--- src/rtl/lzc_pkg.sv ---
// lzc_pkg: shared FSM state type and chunk bit-reversal helper for the sequential normalizer
package lzc_pkg;

    typedef enum logic [1:0] {IDLE, SCAN, SHIFT, DONE} lzc_state_e;

    localparam int LZC_MAX_W = 256;

    function automatic logic [LZC_MAX_W-1:0] chunk_reverse(input logic [LZC_MAX_W-1:0] v, input int w);
        chunk_reverse = '0;
        for (int i = 0; i < LZC_MAX_W; i++)
            if (i < w) chunk_reverse[i] = v[w-1-i];
    endfunction

endpackage

--- src/rtl/leading_zero_count.sv ---
// leading_zero_count: narrow counter of zeros from bit 0 upward, plus all-zero flag
module leading_zero_count #(
    parameter  int WIDTH = 16,
    localparam int CB    = $clog2(WIDTH)
) (
    input  logic [WIDTH-1:0] data_i,
    output logic [CB-1:0]    count_o,
    output logic             zero_o
);

    // lowest set bit wins, scanning from the top so the last hit is the smallest index
    always_comb begin
        count_o = '0;
        for (int i = WIDTH - 1; i >= 0; i--)
            if (data_i[i]) count_o = CB'(i);
        zero_o = ~|data_i;
    end

endmodule

--- src/rtl/lzc_seq_normalizer.sv ---
// lzc_seq_normalizer: chunk-serial leading-zero count followed by a single barrel shift
module lzc_seq_normalizer
    import lzc_pkg::*;
#(
    parameter  int DATA_WIDTH  = 64,
    parameter  int CHUNK_WIDTH = 16,
    localparam int NUM_CHUNKS  = DATA_WIDTH / CHUNK_WIDTH,
    localparam int COUNT_BITS  = $clog2(DATA_WIDTH + 1)
) (
    input  logic                  clk_i,
    input  logic                  rst_i,
    input  logic                  flush_i,
    input  logic                  valid_i,
    output logic                  ready_o,
    input  logic [DATA_WIDTH-1:0] data_i,
    output logic                  valid_o,
    input  logic                  ready_i,
    output logic [DATA_WIDTH-1:0] norm_o,
    output logic [COUNT_BITS-1:0] count_o,
    output logic                  allzero_o
);

    localparam int IDX_BITS = NUM_CHUNKS > 1 ? $clog2(NUM_CHUNKS) : 1;
    localparam int SUB_BITS = $clog2(CHUNK_WIDTH);

    lzc_state_e              r_state, w_state_nxt;
    logic [DATA_WIDTH-1:0]   r_data;
    logic [IDX_BITS-1:0]     r_idx;
    logic [COUNT_BITS-1:0]   r_acc;
    logic [DATA_WIDTH-1:0]   r_norm;
    logic [COUNT_BITS-1:0]   r_count;
    logic                    r_allzero;
    logic [CHUNK_WIDTH-1:0]  w_chunks [NUM_CHUNKS];
    logic [CHUNK_WIDTH-1:0]  w_rev;
    logic [SUB_BITS-1:0]     w_sub_cnt;
    logic                    w_zero;
    logic                    w_last;

    genvar g;
    for (g = 0; g < NUM_CHUNKS; g++) begin : g_chunk
        assign w_chunks[g] = r_data[DATA_WIDTH-1-g*CHUNK_WIDTH -: CHUNK_WIDTH];
    end

    assign w_rev   = CHUNK_WIDTH'(chunk_reverse(LZC_MAX_W'(w_chunks[r_idx]), CHUNK_WIDTH));
    assign w_last  = r_idx == IDX_BITS'(NUM_CHUNKS - 1);
    assign ready_o = (r_state == IDLE) && !rst_i;
    assign valid_o = r_state == DONE;
    assign norm_o    = r_norm;
    assign count_o   = r_count;
    assign allzero_o = r_allzero;

    leading_zero_count #(.WIDTH(CHUNK_WIDTH)) u_lzc (
        .data_i  (w_rev),
        .count_o (w_sub_cnt),
        .zero_o  (w_zero)
    );

    // next-state decode; flush overrides everything and returns to IDLE
    always_comb begin
        w_state_nxt = r_state;
        case (r_state)
            IDLE:  w_state_nxt = valid_i ? SCAN : IDLE;
            SCAN:  w_state_nxt = !w_zero ? SHIFT : (w_last ? DONE : SCAN);
            SHIFT: w_state_nxt = DONE;
            DONE:  w_state_nxt = ready_i ? IDLE : DONE;
            default: w_state_nxt = IDLE;
        endcase
        if (flush_i) w_state_nxt = IDLE;
    end

    // state register
    always_ff @(posedge clk_i) begin
        if (rst_i) r_state <= IDLE;
        else       r_state <= w_state_nxt;
    end

    // operand capture, count accumulation and result registers; held on flush
    always_ff @(posedge clk_i) begin
        if (rst_i) begin
            r_data    <= '0;
            r_idx     <= '0;
            r_acc     <= '0;
            r_norm    <= '0;
            r_count   <= '0;
            r_allzero <= 1'b0;
        end else if (!flush_i) begin
            case (r_state)
                IDLE: if (valid_i) begin
                    r_data <= data_i;
                    r_idx  <= '0;
                    r_acc  <= '0;
                end
                SCAN: if (!w_zero) begin
                    r_acc <= r_acc + COUNT_BITS'(w_sub_cnt);
                end else if (w_last) begin
                    r_count   <= COUNT_BITS'(DATA_WIDTH);
                    r_allzero <= 1'b1;
                    r_norm    <= '0;
                end else begin
                    r_acc <= r_acc + COUNT_BITS'(CHUNK_WIDTH);
                    r_idx <= r_idx + IDX_BITS'(1);
                end
                SHIFT: begin
                    r_norm    <= r_data << r_acc;
                    r_count   <= r_acc;
                    r_allzero <= 1'b0;
                end
                default: ;
            endcase
        end
    end

endmodule
--- config.mk ---
export PLATFORM = sky130hd
export DESIGN_NAME = lzc_seq_normalizer
export DESIGN_NICKNAME = d
export VERILOG_FILES = /design/src/rtl/lzc_pkg.sv /design/src/rtl/leading_zero_count.sv /design/src/rtl/lzc_seq_normalizer.sv
export SDC_FILE = /design/constraint.sdc
export NUM_CORES = 1
export LEC_CHECK = 0
export CELL_PAD_IN_SITES_DETAIL_PLACEMENT = 1
export CELL_PAD_IN_SITES_GLOBAL_PLACEMENT = 1
export CORE_MARGIN = 2
export CORE_UTILIZATION = 25
export CTS_CLUSTER_SIZE = 24
export DETAILED_ROUTE_END_ITERATION = 8
export GPL_TIMING_DRIVEN = 0
export PLACE_DENSITY_LB_ADDON = 0.1
export SETUP_SLACK_MARGIN = 0.15
export SLEW_MARGIN = 20
export SYNTH_ARGS = -nofsm -noshare
export SYNTH_HDL_FRONTEND = slang
export SYNTH_SLANG_ARGS = --single-unit
--- constraint.sdc ---
create_clock -name clk_i -period 3.51 [get_ports clk_i]
set_input_delay 0.5265 -clock clk_i [delete_from_list [all_inputs] [get_ports clk_i]]
set_output_delay 0.5265 -clock clk_i [all_outputs]
set_load 0.01 [all_outputs]
### Word-level counts from Yosys, hierarchy flattened

Cells that the tools add are included.

| word-level totals | value |
|---|---|
| bits in registers | 147 |
| latch bits | 0 |
| RAM bits | 0 |
| ROM bits | 0 |
| logic and storage cells | 75 |
| memories kept | 0 |

| operators by class | value |
|---|---|
| add/sub/neg operators | 3 |
| multiply operators | 0 |
| div/mod/pow operators | 0 |
| magnitude comparators | 1 |
| equality and inequality tests | 9 |
| shift operators | 1 |
| multiplexer cells | 41 |
| bitwise gates (word level) | 2 |
| reduce and logical (&&, ||, !) cells | 11 |

Operator list:

| cell | number |
|---|---|
| $mux W64 | 2 |
| $pmux W64 S2 | 1 |
| $mux W4 | 16 |
| $shl A64 B7 Y64 | 1 |
| $mux W7 | 5 |
| $bmux W16 S2 | 1 |
| $mux W16 | 2 |
| $pmux W7 S2 | 2 |
| $reduce_or A16 Y1 | 1 |
| $mux W2 | 6 |
| $ne A2 B2 Y1 const B | 4 |
| $pmux W2 S4 | 1 |
| $reduce_and A4 Y1 | 2 |
| $add A7 B4 Y7 | 1 |
| $add A7 B5 Y7 const B | 1 |
| $eq A2 B2 Y1 const B | 3 |
| $reduce_and A5 Y1 | 1 |
| $pmux W2 S2 | 1 |
| $reduce_bool A2 Y1 | 2 |
| $ge A3 B3 Y1 const B | 1 |
| $mux W1 | 3 |
| $ne A3 B3 Y1 const B | 1 |
| $not A2 Y3 | 1 |
| $reduce_and A3 Y1 | 1 |
| other kinds (8) | 8 |

### Longest topological paths before layout

| logic depth | value |
|---|---|
| depth after elaboration | 23 |
| mapped depth | 16 |
| depth with buffers taken out | 15 |

### Modules after synthesis

A second synthesis with hierarchy kept.

| second synthesis, totals | value |
|---|---|
| cells, all modules | 1,121 |
| area, all modules | 9,990.8 µm² |

Modules (own cells, without submodules):

| module | instances | cells each | area an instance (µm²) | seq. area each (µm²) |
|---|---|---|---|---|
| lzc_seq_normalizer | 1 | 1,088 | 9,805.7 | 2,942.8 |
| leading_zero_count | 1 | 33 | 185.2 | 0.0 |

### Worst setup path before layout

OpenSTA, ideal clock, no wires.

| path | value |
|---|---|
| path kind | register to register |
| from | reg r_idx[0] |
| to | reg r_norm[42] (netlist: norm_o[42]) |
| setup time | 0.117 ns |
| arrival time | 3.374 ns |
| data required time | 3.393 ns |
| path slack | 0.019 ns |
| cell stages (with the launch flop) | 11 |
| path buffers | 4 |
| clock period less this slack | 3.491 ns |
| path through | dfxtp_1 clkbuf_1 buf_1 mux4_2 or4_4 or4b_4 o41a_1 nor2b_1 buf_4 buf_6 a22o_1 |

| on the way | value |
|---|---|
| cells in the longest elaborated chain, start to end | 7 |
| elaborated cells between the ends (all ways) | 9 |
| classes of those cells | eq/ne (3); mux (3); bitwise (1); reduce/logical (2) |

Ends and longest elaborated chain:

| item | RTL line | text |
|---|---|---|
| from (decl) | lzc_seq_normalizer.sv:28 | `logic [IDX_BITS-1:0] r_idx;` |
| from (signal assigned) | lzc_seq_normalizer.sv:101 | `r_idx <= r_idx + IDX_BITS'(1);` |
| $not A2 Y3 (not written as such) | lzc_seq_normalizer.sv:44 | `assign w_rev = CHUNK_WIDTH'(chunk_reverse(LZC_MAX_W'(w_chunks[r_idx]), CHUNK_WIDTH));` |
| $bmux W16 S2 | lzc_seq_normalizer.sv:44 |  |
| $mux W16 (not written as such) (2 in series) | lzc_seq_normalizer.sv:44 |  |
| $reduce_or A16 Y1 | leading_zero_count.sv:16 | `zero_o = ~\|data_i;` |
| $ne A2 B2 Y1 (no source line) | -- |  |
| $reduce_and A4 Y1 (no source line) * | -- |  |
| to (signal assigned) | lzc_seq_normalizer.sv:104 | `r_norm <= r_data << r_acc;` |
| to (decl) | lzc_seq_normalizer.sv:30 | `logic [DATA_WIDTH-1:0] r_norm;` |

Every way passes the cells marked *; elsewhere a longest branch is shown, timed or not. The select of a mux whose other input is x is not followed.
A chain may end at the register's enable or synchronous reset.

### Worst setup path after layout

| path | value |
|---|---|
| from | reg r_idx[1] |
| to | reg r_norm[22] (netlist: norm_o[22]) |

Same word-level chain as after synthesis.

==> out/qor_table.md <==
| Result | This run | Unit |
| --- | --- | --- |
| Status | finished, violations left | - |
| Failing checks | negative setup slack | - |
| Slowest CP cell | or4_4 | - |
| Number of global-route vias before repair | 9557 | - |
| Floorplan die height | 199 | µm |
| CTS tree | done | - |
| Number of register bits inferred by synthesis | 147 | - |
| Ant. Diodes | 0 | - |
| Number of clock buffers inserted by TritonCTS | 17 | - |
| Synthesized area divided by synthesized cell count | 9.04 | µm² |
| Residual DRC count | 0 | - |
| Die Area | 39400 | µm² |
| Initial antenna violation count | 0 | - |
| Area added between synthesis and finish | 37.0 | % |
| Peak Freq | 282 | MHz |
| Critical hold path startpoint | norm_o[30] | - |
| Share of async-settable or async-resettable flops after synthesis | 0 | % |
| Worst EP required | 3.83 | ns |
| Worst hold-check slack | 0.458 | ns |
| Final count of negative-setup-slack endpoints | 8 | - |
| Overall routed net length | 44.3 | mm |
| CP Capture Type | register | - |
| Final critical-path share of the clock period | 101 | % |
| Synth top area cells | dfxtp_1, mux4_2, nand2_1 | - |
| Final Max Slew Viols | 0 | - |
| Most common library cells after synthesis | nand2_1, dfxtp_1, a21oi_1 | - |
| Share of the synthesized area in the top cell type | 31.1 | % |
| Avg WL per Cell | 25.2 | µm |
| Initial core utilization | 25.2 | % |
| Number of instances in the synthesized netlist | 1047 | - |
| Worst reg2reg path depth | 12 | - |
| Max clock buf depth | 2 | - |
| Clk pwr share | 42.4 | % |
| Chain of cells forming the critical path | buf_6 > buf_12 > buf_6 > mux4_2 > or4_4 > or4b_4 > o41a_1 > buf_6 > buf_12 > clkbuf_16 > a22oi_2 > nor2_1 | - |
| Leading area contributor after synthesis | dfxtp_1 | - |
| Critical Setup Path Class | reg2reg | - |
| Fraction of the yosys area taken by sequential cells | 31.1 | % |
| RSZ-0062 raised after global routing | true | - |
| Final net count | 1310 | - |
| Critical path data arrival time | 3.87 | ns |
| Sink count of the clock tree | 147 | - |
| Dominant cell by count in the synthesized netlist | nand2_1 | - |
| Count of distinct cell types in the synthesized netlist | 63 | - |
| GRT Resource Usage Total | 22.7 | % |
| Hpwl dp | 34.9 | mm |
| Die extent in x | 199 | µm |
| Number of warnings reported in the yosys synthesis log | 0 | - |
| Class of the most critical hold timing path | reg2reg | - |
| Static leakage power | 4.54 | nW |
| Number of synthesized flops with an enable pin | 0 | - |
| Power share of the combinational group | 18.5 | % |
| Site row count | 71 | - |
| Endpoint of the worst hold path | norm_o[30] | - |
| Number of endpoints with negative hold slack in the final report | 0 | - |
| Number of max-cap violations | 0 | - |
| Clock slew at reported path FFs | 0.07 | ns |
| Worst-skew pair later-pin latency | 0.45 | ns |
| Total core area | 37500 | µm² |
| Routed Antenna Nets | 0 | - |
| Most used cell, CP | buf_6 | - |
| Quantity of I/O buffers inserted on ports | 141 | - |
| CTS H-tree depth | 4 | - |
| Layout cell share with drive strength beyond 1 | 23.3 | % |
| Launching element type of the critical path | register | - |
| Reg2Reg Launch Point | r_idx[1] | - |
| Number of vias after detailed routing | 9357 | - |
| Relative contribution of sequential cells to total power | 39.1 | % |
| Worst rel slew slack | 25.2 | % |
| Peak ir drop on the vdd network | 0.341 | mV |
| Worst stage delay on the critical path | 0.55 | ns |
| Maximum number of pins on one net before global-route repair | 17 | - |
| I/O pin count | 143 | - |
| Sum of overflow across all layers after global routing | 0 | - |
| Capture instance of the worst register-to-register path | norm_o[22] | - |
| Critical-path maximum fanout | 6 | - |
| First-pass GRT wire length | 64.4 | mm |
| Switching power | 0.00136 | W |
| CTS root buf | clkbuf_16 | - |
| Reg2Reg Setup Slack | -0.03 | ns |
| Avg Vias per Cell | 5.32 | - |
| Minimum clock period | 3.54 | ns |
| Setup Slack @ Placement | -0.638 | ns |
| Cell depth of the worst min-delay path | 2 | - |
| Top FF cell, synth | dfxtp_1 | - |
| Number of DRC markers in iteration 0 | 796 | - |
| Minimum setup slack in the final design | -0.0325 | ns |
| Final weighted congestion in routability-driven placement | 0.928 | - |
| Syn Nets | 1123 | - |
| Netlist Area Pre-Place | 9470 | µm² |
| Switching part of the total | 29.6 | % |
| Internal Power | 0.00324 | W |
| Iteration count of the initial detailed-routing pass | 4 | - |
| CP delay by family, top | simple AND/OR/NAND/NOR gates | - |
| Power per unit of standard cell area | 354 | nW/µm² |
| Number of buffers and inverters on the critical path | 6 | - |
| Worst slew pin tran | 1.11 | ns |
| Clk_skew | 0.0113 | ns |
kinds of logic (layout without fill, tap and decap cells):
kind of cell             Yosys count  after routing  share of synthesized area (%)
AND/OR/NAND/NOR                  341            341                           15.0
AO/OA/AOI/OAI                    261            261                           18.0
multiplexers                     180            180                           30.0
flip-flops                       147            147                           31.1
buffers and inverters            109            309                           4.76
adder cells (fa/ha/maj)            7              7                           1.00
XOR/XNOR                           2              2                          0.185
cell type report:
class	count	area, µm²
Inverter	14	52.6
Timing Repair Buffer	169	1750
Fill cell	4354	24500
Buffer	94	514
Multi-Input combinational cell	791	6450
Sequential cell	147	2940
Clock buffer	20	457
Clock inverter	12	155
Tap cell	511	639
power groups by stage:
stage | Sequential (W) | Clock (W) | Combinational [W]
4_1_cts | 0.00179 | 0.00201 | 0.000827
5_1_grt | 0.00180 | 0.00207 | 0.000911
3_5_place_dp | 0.00183 | 0 | 0.000762
6_report | 0.00180 | 0.00195 | 0.000852
2_1_floorplan | 0.00178 | 0 | 0.000457
3_3_place_gp | 0.00183 | 0 | 0.000762
layout by cell type (no fill, tap or decap), drive strengths merged, types with 29 or more instances in the layout:
master / n
o21ai: 29
dfxtp: 147
mux2i: 58
mux4: 79
clkdlybuf4s50: 141
nand2: 191
clkbuf: 94
a22oi: 29
buf: 47
a21oi: 103
nor2: 95
mux2: 43
worst max path at each step:
stage                     startpoint         end  cells past startpoint
after detailed placement    r_acc[0]  norm_o[57]                      9
after global routing        r_idx[1]  norm_o[22]                     12
final                       r_idx[1]  norm_o[22]                     12
after global placement      r_acc[0]  norm_o[57]                      9
after floorplan             r_idx[1]  norm_o[42]                     10
after CTS                   r_idx[1]  norm_o[28]                     12
per-layer routing:
metal	GRT usage (%)	wire length [µm]	vias up
met5	0	0	-
met4	7.30	1220	0
met3	3.37	1920	63
met2	37.6	21100	306
met1	30.4	20000	4719
li1	-	-	4269
worst min-delay path, delay by kind of cell (launching register included):
kind,cells,cell delay (ns)
AOI/OAI and AO/OA,1,0.04
DFF,1,0.32
and+or+nand+nor,1,0.06
per-stage QoR:
stage	cell area, µm²	power (W)	TNS [ns]	utilization, %	cells
after detailed placement	11500	0.00259	-30.25	30.8	1700
after floorplan	9470	0.00224	0	-	1047
final	13000	0.00460	-0.107	34.6	1758
after global routing	13000	0.00478	-2.30	34.6	1758
after global placement	11500	0.00259	-49.18	30.7	1699
after CTS	12800	0.00463	-0.401	34.3	1754
flip-flops by register name (all words and copies together), names as in the netlist:
name and flops:
r_state 2, count_o 7, r_acc 7, r_data 64, allzero_o 1, r_idx 2, norm_o 64
timing repair:
action,4_1_cts,5_1_grt
cloned,4,1
endpoints found under the hold margin,0,0
buffers inserted,19,3
resized for setup,118,27
pin swaps,36,28
hold buffers,0,0
setup endpoints to repair,81,78
No activity file was read; power rests on OpenSTA's default activity.
